## src/rtl/fetch_unit.sv

```systemverilog
// Instruction fetch stage: owns the PC, prefetches into a small FIFO,
// and hands {pc, instr} pairs to decode over valid/ready.
module fetch_unit #(
  parameter logic [31:0] RESET_PC   = 32'h0000_0000,
  parameter int          FIFO_DEPTH = 2
) (
  input  logic        clk,
  input  logic        reset,
  output logic [31:0] imem_addr,
  input  logic [31:0] imem_instr,
  input  logic        redirect_valid,
  input  logic [31:0] redirect_pc,
  output logic        dec_valid,
  input  logic        dec_ready,
  output logic [31:0] dec_pc,
  output logic [31:0] dec_instr,
  output logic        fetch_fault,
  output logic [31:0] fault_pc
);

  localparam int AW = $clog2(FIFO_DEPTH);
  localparam logic [AW:0] FULL_C = (AW+1)'(FIFO_DEPTH);
  localparam logic [AW:0] CONE = 1;
  localparam logic [AW-1:0] PONE = 1;

  typedef struct packed {
    logic [31:0] pc;
    logic [31:0] instr;
  } entry_t;

  entry_t        fifo_q [FIFO_DEPTH];
  entry_t        head;
  logic [31:0]   pc;
  logic [AW:0]   count;
  logic [AW-1:0] rd_ptr;
  logic [AW-1:0] wr_ptr;
  logic          push;
  logic          pop;
  logic          misaligned;

  assign imem_addr  = pc;
  assign dec_valid  = (count != '0);
  assign head       = fifo_q[rd_ptr];
  assign dec_pc     = dec_valid ? head.pc : '0;
  assign dec_instr  = dec_valid ? head.instr : '0;
  assign pop        = dec_valid & dec_ready;
  assign push       = !redirect_valid & !fetch_fault &
                      ((count != FULL_C) | pop);
  assign misaligned = |redirect_pc[1:0];

  always_ff @(posedge clk) begin
    if (push)
      fifo_q[wr_ptr] <= '{pc: pc, instr: imem_instr};
  end

  always_ff @(posedge clk) begin
    if (reset) begin
      pc          <= RESET_PC;
      count       <= '0;
      rd_ptr      <= '0;
      wr_ptr      <= '0;
      fetch_fault <= 1'b0;
      fault_pc    <= '0;
    end else if (redirect_valid) begin
      // A same-cycle pop is already consumed by decode; flush the rest.
      pc          <= redirect_pc;
      count       <= '0;
      rd_ptr      <= '0;
      wr_ptr      <= '0;
      fetch_fault <= misaligned;
      if (misaligned)
        fault_pc <= redirect_pc;
    end else begin
      if (push) begin
        wr_ptr <= wr_ptr + PONE;
        pc     <= pc + 32'd4;
      end
      if (pop)
        rd_ptr <= rd_ptr + PONE;
      unique case ({push, pop})
        2'b10:   count <= count + CONE;
        2'b01:   count <= count - CONE;
        default: count <= count;
      endcase
    end
  end

endmodule
```

## config.mk

```make
export PLATFORM = sky130hd
export DESIGN_NAME = fetch_unit
export DESIGN_NICKNAME = d
export VERILOG_FILES = /design/src/rtl/fetch_unit.sv
export SDC_FILE = /design/constraint.sdc
export NUM_CORES = 1
export LEC_CHECK = 0
export BUFFER_PORTS_ARGS = -buffer_cell sky130_fd_sc_hd__buf_2
export CORE_MARGIN = 2
export CORE_UTILIZATION = 53
export CTS_CLUSTER_DIAMETER = 150
export CTS_CLUSTER_SIZE = 24
export DETAILED_ROUTE_END_ITERATION = 12
export GPL_TIMING_DRIVEN = 0
export PLACE_DENSITY = 0.76
export SLEW_MARGIN = 20
export SYNTH_ARGS = -nofsm -noshare
export SYNTH_HDL_FRONTEND = slang
export SYNTH_SLANG_ARGS = --single-unit
```

## constraint.sdc

```tcl
create_clock -name clk -period 7.7 [get_ports clk]
set_clock_uncertainty 0.15 [all_clocks]
set_input_delay 1.155 -clock clk [delete_from_list [all_inputs] [get_ports clk]]
set_output_delay 1.155 -clock clk [all_outputs]
set_load 0.03 [all_outputs]
```

==> metrics, run 1 <==
first-pass GRT wire length=between 20 and 30 mm; CTS Buffer Depth=2; hold buffers post-CTS=0; area share of the largest cell type after synthesis=roughly 48%; Yosys cell types=42; Seq/Total Area, Yosys=between 60 and 70%; Post-layout nets=between 900 and 1k; critical path fanouts, max=10; die area=0.0161 mm^2; critical path arrival=2.27 ns; Starting Density=a little over half; Total Routed Length=between 15 and 20 mm; detailed-route via count=~5.9k; layout cells sized above 1=between 20 and 30%; post-synthesis net count=740; Tmin final=3.58 ns; pin count of the biggest net entering global routing=17; Post-synth EDFFs=approximately 130; Switching Fraction=24.9%; sequential share of power=approximately half; Cell Area, Synth=between 0.008 and 0.009 mm^2; postcts setup bufs=0; Post-Syn Area per Cell=between 10 and 15 um^2; worst path bufs/invs=3; slew margin rel.=53.2%; fin cells=roughly 1.1k; leakage=3.99 nW; YS warnings=0; final setup vio count=0; Power per Cell Area=about 240 mW/mm^2; crit path kind=register to output pin; combinational share of power=11.9%; Yosys top cell by area=edfxtp_1; die height=~130 um; status=completed; CTS buffer count=17; CTS sink cnt=198; Worst Setup End Kind=output pin; clock share of power=about 38%; r2r setup slk=5.04 ns; TritonRoute pass-1 iters=5; clock-pin slew on the worst setup and hold paths=around 0.070 ns; GRT Util Overall=approximately 23%; WP data required=~6.4 ns; count of pins over their slew limit=0; Synth Flop Type=edfxtp_1; Worst Hold Path Cells=2; vias in the first global route=about 5.7k; Int Pwr=between 1.5 and 2 mW; synthesized flop and latch total=a little under 200; routed len/inst=roughly 17 um; Routed Antenna Nets=0; depth of the CTS H-tree=4; antenna violations before repair=0; most used cell along the critical path=nor2_1; DRC errors left=0; most frequent cells in the layout=202 x buf_2, 128 x edfxtp_1, 76 x nand2_1; Finished Core Util=68.2%; Post-CTS Resized=0; DR vias/cell=approximately 5.4; RSZ-0062 raised after global routing=no; # diodes=0; FFs w/ async S/R, synth=0%; final worst path period share=46.5%; Mapped Cells=671; VDD IR max=approximately 0.17 mV; post-detail-place hpwl=13.8 mm; max incr delay on CP=approximately 0.52 ns; slowest CP cell=clkbuf_1; switching pwr=0.606 mW; Hold Startpoint=fault_pc[27]; clk_lat worst skew=~0.43 ns; Crit path depth=5; Layout area overhead=24.3%; Ports=approximately 200; worst hold slack=around 0.31 ns; Die Width=127 um; Reg2Reg Launch Point=count[1]; final hold violation count=0; port bufs=just under 200; Starting DRT DRC Count=about 410; Reg2Reg Depth=7; Max Clk Rate=roughly 0.28 GHz; grt total ovfl=0; commonest non-fill, non-tap cell in the layout=buf_2; synth top area cells=edfxtp_1 48%, dfxtp_1 17%, mux2i_1 8.4%, a21oi_1 3.7%, nand2_1 3.6%; Critical path origin=count[1]; max-cap check violation count=0; clock root cell=clkbuf_16; CTS tree=built; area of the core=around 0.015 mm^2; DP Cell Count=about 1.1k; Hold WC Path Type=register to register; Startpoint Class=register; CP Cell Sequence=nor2_1 -> clkbuf_1 -> buf_1 -> nor2_1 -> buf_2; CP delay by family, top=buffers and inverters; RD Place Congestion=between 0.8 and 0.9; # rows=44; total power=between 2 and 2.5 mW; Slew @ Worst Pin=0.696 ns
-- flip-flops by register name, summed over array words and instances (netlist names), named ones only --
register,cells
imem_addr,32
fifo_q,128
count,2
wr_ptr,1
fetch_fault,1
rd_ptr,1
fault_pc,32
-- routing by layer --
layer	part of all wire, %	global-route usage [%]
met5	0	0
met4	2.2	8.27
met3	6.9	6.16
met2	48	37.6
met1	43	30.2
-- synth_stat cells (3+ instances only) --
cell and count:
a21oi_1 59, and3_1 4, and4_1 5, buf_1 3, buf_2 7, clkbuf_1 30
dfxtp_1 70, edfxtp_1 128, inv_1 24, mux2i_1 67, nand2_1 76, nand2b_1 3
nand3_1 8, nand4_1 7, nor2_1 71, nor2b_1 4, nor3_1 13, nor3b_1 6
nor4_1 4, nor4_2 3, o21a_1 18, o21ai_0 4, o22ai_1 7, xnor2_1 22
xor2_1 8
-- path summary, 6_finish.rpt --
path | end
setup / recovery | dec_pc[29]
hold / removal | fault_pc[27]
setup reg to reg | fifo_q[1][17]
hold reg to reg | fault_pc[27]
-- power by group through the flow --
stage / clock network (mW) / registers, mW / logic (mW)
after global placement: 0 / 1.26 / 0.274
final: 0.914 / 1.23 / 0.289
after global routing: 0.977 / 1.24 / 0.312
after floorplan: 0 / 1.29 / 0.145
after detailed placement: 0 / 1.25 / 0.290
after CTS: 0.928 / 1.23 / 0.291
-- metrics by stage --
stage               TNS [ns]  instance area [um^2]  worst slack, ns
finish                     0                  9980             4.12
global route               0                  9980             3.85
CTS                        0                  9980             4.04
detailed placement         0                  9370             3.97
global placement     -218.34                  9240            -1.96
floorplan                  0                  8030            0.517
-- cells by family (layout without fill, tap and decap cells) --
family,after synthesis,count (layout),share of synthesized area (%)
buf+inv,65,306,3.24
xor+xnor,30,30,3.27
mux,68,68,8.49
fa+ha+maj,1,1,0.156
flops,198,198,65.3
simple gates,214,214,12.6
compound gates,95,95,6.87
-- worst register-to-register path: stages (launching register included) --
cell and delay [ns]:
dfxtp_1 0.36, nor3b_4 0.20, or2_4 0.26, buf_6 0.16
nor3b_2 0.57, buf_4 0.32, buf_6 0.17, buf_4 0.18
-- layout make-up --
type / instances / area, um^2
flip-flops and latches: 198 / 5250
fillers: 1100 / 4660
multi-input cells: 408 / 2530
repair buffers: 210 / 1100
clock buffers: 17 / 425
well taps: 184 / 230
clock inverters: 14 / 183
plain buffers: 41 / 170
inverters: 24 / 90.1
Note: power is estimated with default switching activity, not from simulation.
==> run 2, diff against run 1 <==
clock period = 3.4 ns   (was 7.7 ns; I/O delays follow)
==> metrics, run 2 (same netlist as run 1, synthesis figures left out) <==
status=completed; postcts setup bufs=0; Power per Cell Area=about 550 mW/mm^2; critical path arrival=approximately 2.3 ns; clk_lat worst skew=around 0.43 ns; Largest register FFs=around 130; grt total ovfl=0; CTS tree=built; Switching Fraction=about a quarter; Finished Core Util=between 60% and 70%; # diodes=0; most frequent cells in the layout=202 x buf_2, 128 x edfxtp_1, 76 x nand2_1; Die Width=127 um; RSZ-0062 raised after global routing=no; Max Clk Rate=around 0.34 GHz; hold buffers post-CTS=0; die height=around 130 um; Starting DRT DRC Count=~460; detailed-route via count=around 5.9k; TNS Setup=0 ns; switching pwr=about 1.4 mW; slew margin rel.=a little under half; slowest CP cell=clkbuf_1; leakage=slightly below 4 nW; clock-pin slew on the worst setup and hold paths=0.07 ns; clock root cell=clkbuf_16; CTS buffer count=17; post-detail-place hpwl=between 10 and 15 mm; Ports=198; routed len/inst=16.9 um; layout cells sized above 1=between 20% and 30%; port bufs=approximately 200; most used cell along the critical path=nor2_1; count of pins over their slew limit=0; CTS sink cnt=198; CTS Buffer Depth=2; RD Place Congestion=just over 0.8; GRT Util Overall=23.0%; VDD IR max=between 0.3 and 0.4 mV; final hold violation count=0; first-pass GRT wire length=just under 30 mm; combinational share of power=approximately 12%; critical path fanouts, max=10; Routed Antenna Nets=0; max-cap check violation count=0; Hold WC Path Type=input pin to register; Total Routed Length=18.4 mm; Starting Density=between 50% and 60%; max incr delay on CP=~0.55 ns; vias in the first global route=about 5.7k; die area=~0.016 mm^2; # rows=44; final worst path period share=86.9%; WP data required=approximately 2.7 ns; clock share of power=36.7%; TritonRoute pass-1 iters=4; DR vias/cell=~5.4; Biggest register=fifo_q; fillers=about 1.1k; depth of the CTS H-tree=4; Tmin final=2.95 ns; pin count of the biggest net entering global routing=17; antenna violations before repair=0; area of the core=0.0146 mm^2; Layout area overhead=24.4%; Post-CTS Resized=0; Int Pwr=between 4 and 5 mW; commonest non-fill, non-tap cell in the layout=buf_2; DRC errors left=0; Post-layout nets=962; CP Cell Sequence=nor2_1 -> clkbuf_1 -> buf_1 -> nor2_1 -> buf_2; final setup vio count=0; Slew @ Worst Pin=about 0.79 ns; Worst Setup End Kind=output pin; Startpoint Class=register; crit path kind=register to output pin; sequential share of power=51.2%
==> run 2: cell types whose count changed in the layout (fill, tap and decap cells not counted), moves of 2 or more <==
cell / change
buf_16: +2
buf_4: -11
buf_8: +6
buf_6: -4
==> run 2: metal layers <==
| layer | up-vias | share of wire (%) | track usage, % |
|---|---|---|---|
| li1 | 2826 | - | - |
| met1 | 2778 | 44 | 30.5 |
| met2 | 220 | 48 | 37.2 |
| met3 | 27 | 6.6 | 5.15 |
| met4 | 0 | 2.0 | 8.99 |
| met5 | - | 0 | 0 |
==> run 2: path summary, 6_finish.rpt <==
check | slack (ns) | endpoint | cells after the start | startpoint
hold / removal | 0.12 | fifo_q[1][16] | 1 | imem_instr[16]
setup reg to reg | 0.86 | fifo_q[1][9] | 6 | count[1]
setup / recovery | 0.45 | dec_instr[23] | 5 | count[1]
hold reg to reg | 0.30 | fault_pc[6] | 2 | fault_pc[6]
==> run 2: final cells by class <==
cell class	instances	area, um^2	area share, %
sequential	198	5250	52.5
multi-input combinational	408	2550	25.5
timing repair buffer	203	1120	11.2
clock buffer	17	425	4.26
tap	184	230	2.30
buffer	41	170	1.70
clock inverter	15	161	1.62
inverter	24	90.1	0.902
==> run 2: worst max-delay path: cells and delay by family, from the launching register on <==
kind | cells | cell delay, ns
buffers and inverters | 3 | 1.17
and+or+nand+nor | 2 | 0.33
DFF | 1 | 0.36
==> run 2: through the flow <==
stage	instance area (um^2)	hold slack [ns]	setup WS [ns]	total power, mW	instances
after global routing	9990	0.107	0.281	5.63	1090
after global placement	9260	0.292	-0.974	3.46	1050
after detailed placement	9400	0.295	0.412	3.50	1058
final	9990	0.119	0.445	5.44	1090
after CTS	9990	0.100	0.399	5.48	1090
after floorplan	8050	0.370	-0.0152	3.24	671
==> run 2: power groups by stage <==
stage | sequential (mW) | combinational [mW] | clock (mW)
after floorplan | 2.91 | 0.331 | 0
after global placement | 2.83 | 0.623 | 0
after detailed placement | 2.84 | 0.663 | 0
after CTS | 2.79 | 0.668 | 2.02
after global routing | 2.80 | 0.715 | 2.12
final | 2.79 | 0.664 | 2.00
==> run 3, diff against run 2 <==
ABC_AREA = 1   (was not set)
CORE_UTILIZATION = 54   (was 53)
PLACE_DENSITY = 0.77   (was 0.76)
==> metrics, run 3 <==
final setup vio count=0; CTS sink cnt=198; detailed-route via count=about 6.9k; TNS Setup=0 ns; # diodes=0; clock-pin slew on the worst setup and hold paths=approximately 0.060 ns; mux cell area share after synthesis=0%; Die Width=129 um; Hold WC Path Type=input pin to register; count of pins over their slew limit=0; switching pwr=roughly 1.4 mW; crit path kind=register to output pin; # rows=45; Routed Antenna Nets=0; Switching Fraction=approximately 26%; r2r setup slk=1.21 ns; depth of the CTS H-tree=4; max-cap check violation count=0; Starting Density=between 50 and 60%; Power per Cell Area=around 520 mW/mm^2; CTS tree=built; postcts setup bufs=0; area of the core=around 0.015 mm^2; Ports=roughly 200; Synth Area in Simple Gates=between 20% and 30%; FF-to-FF End=fifo_q[0][17]; Reg2Reg Depth=5; Yosys top cell by area=edfxtp_1; FFs w/ async S/R, synth=0%; sequential share of power=around 52%; Max Clk Rate=roughly 0.38 GHz; Synth Area in Adders=0.149%; top-count cell post-synth=nand2_1; TritonRoute pass-1 iters=5; Post-synth EDFFs=around 130; die height=roughly 130 um; YS warnings=0; Slew @ Worst Pin=approximately 0.63 ns; Reg2Reg Launch Point=fetch_fault; Largest register FFs=~130; combinational share of power=roughly an eighth; synth top area cells=edfxtp_1 46%, dfxtp_1 17%, nand2_1 12%, a21oi_1 5.5%, nor2_1 4.2%; Biggest register=fifo_q; Mapped Cells=900; CTS buffer count=17; RD Place Congestion=about 0.87; Synth Flop Type=edfxtp_1; pin count of the biggest net entering global routing=28; final hold violation count=0; vias in the first global route=approximately 6.4k; Int Pwr=about 4.0 mW; XOR/XNOR Fraction of Synth Area=less than 1%; area share of the largest cell type after synthesis=between 40% and 50%; Startpoint Class=register; post-synthesis compound-gate area fraction=roughly a tenth; dpl ws=approximately 0.85 ns; post-synthesis net count=roughly 970; fin cells=~1.3k; Starting DRT DRC Count=around 570; GRT Util Overall=between 20% and 30%; Layout area overhead=22.2%; final worst path period share=78.2%; VDD IR max=around 0.35 mV; critical path fanouts, max=10; Final WS setup=about 0.74 ns; placed cell areas=between 0.009 and 0.01 mm^2; most frequent cells in the layout=259 x nand2_1, 205 x buf_2, 128 x edfxtp_1; Worst Setup End Kind=output pin; layout cells sized above 1=roughly a quarter; worst hold slack=~0.12 ns; DR vias/cell=5.22; slew margin rel.=around 58%; clock share of power=between 30 and 40%; DRC errors left=0; DP Cell Count=approximately 1.3k; Tmin final=approximately 2.7 ns; CTS Buffer Depth=2; largest family of logic cells by synthesized area=simple AND/OR/NAND/NOR gates; commonest non-fill, non-tap cell in the layout=nand2_1; antenna violations before repair=0; Post-layout nets=roughly 1.2k; first-pass GRT wire length=31.3 mm; port bufs=~200; WP data required=between 2 and 3 ns; clock root cell=clkbuf_16; Cell Area, Synth=about 0.0084 mm^2; Post-synth top cells=259 x nand2_1, 128 x edfxtp_1, 93 x nor2_1, 92 x a21oi_1, 70 x dfxtp_1; leakage=about 4.4 nW; Seq/Total Area, Yosys=about 63%; hold buffers post-CTS=0; RSZ-0062 raised after global routing=no; critical path arrival=around 2.0 ns; Yosys cell types=33; routed len/inst=15.4 um; clk_lat worst skew=around 0.43 ns; Hold Startpoint=imem_instr[3]; fin area=between 0.01 and 0.015 mm^2; die area=0.0165 mm^2; Worst Hold Path Cells=1; Total Routed Length=a little over 20 mm; post-detail-place hpwl=approximately 14 mm; status=completed; grt total ovfl=0; Post-Syn Area per Cell=approximately 9.3 um^2; Post-CTS Resized=0; synthesized flop and latch total=~200; worst hold path endpoint=fifo_q[1][3]
[run 3: cell families (layout without fill, tap and decap cells)]
kind of cell	count (synthesis)	in the layout
flops	198	198
xor+xnor	5	5
buf+inv	111	343
simple gates	424	424
fa+ha+maj	1	1
compound gates	161	161
[run 3: cell type report]
cell class | count | area [um^2]
timing repair buffer | 201 | 1070
multi-input combinational | 591 | 2680
buffer | 40 | 208
sequential | 198 | 5250
clock buffer | 19 | 433
inverter | 71 | 267
clock inverter | 12 | 113
tap | 188 | 235
fill | 1238 | 4960
[run 3: how the worst max path moves through the flow]
stage	from	endpoint	slack, ns	depth (start not counted)
2_1_floorplan	redirect_valid	fifo_q[1][0]	0.32	3
5_1_grt	count[1]	dec_pc[26]	0.58	5
4_1_cts	count[1]	dec_pc[16]	0.69	5
6_report	count[1]	dec_pc[27]	0.74	5
3_3_place_gp	redirect_valid	fifo_q[1][6]	-0.84	4
3_5_place_dp	redirect_valid	fifo_q[0][6]	0.85	6
[run 3: per-stage QoR]
step | utilization [%] | total power, mW
global route | 67.4 | 5.53
finish | 67.4 | 5.33
global placement | 63.2 | 3.47
CTS | 67.4 | 5.35
detailed placement | 63.8 | 3.49
floorplan | - | 3.25
[run 3: critical path, stage by stage, from the launching register on]
cell and delay [ns]:
dfxtp_1 0.34, nor2_1 0.20, buf_2 0.30, buf_1 0.41
a21oi_1 0.11, buf_2 0.21
[run 3: layer usage]
layer,wire (um),GRT usage [%]
met1,8750,31.9
met2,9560,41.0
met4,448,10.2
met3,1560,4.95
met5,0,0
[run 3: power by group through the flow]
stage | Clock [mW] | Combinational (mW) | Sequential, mW
final | 1.89 | 0.650 | 2.79
after global routing | 2.01 | 0.707 | 2.81
after CTS | 1.91 | 0.651 | 2.79
after detailed placement | 0 | 0.648 | 2.84
after global placement | 0 | 0.623 | 2.84
after floorplan | 0 | 0.306 | 2.94
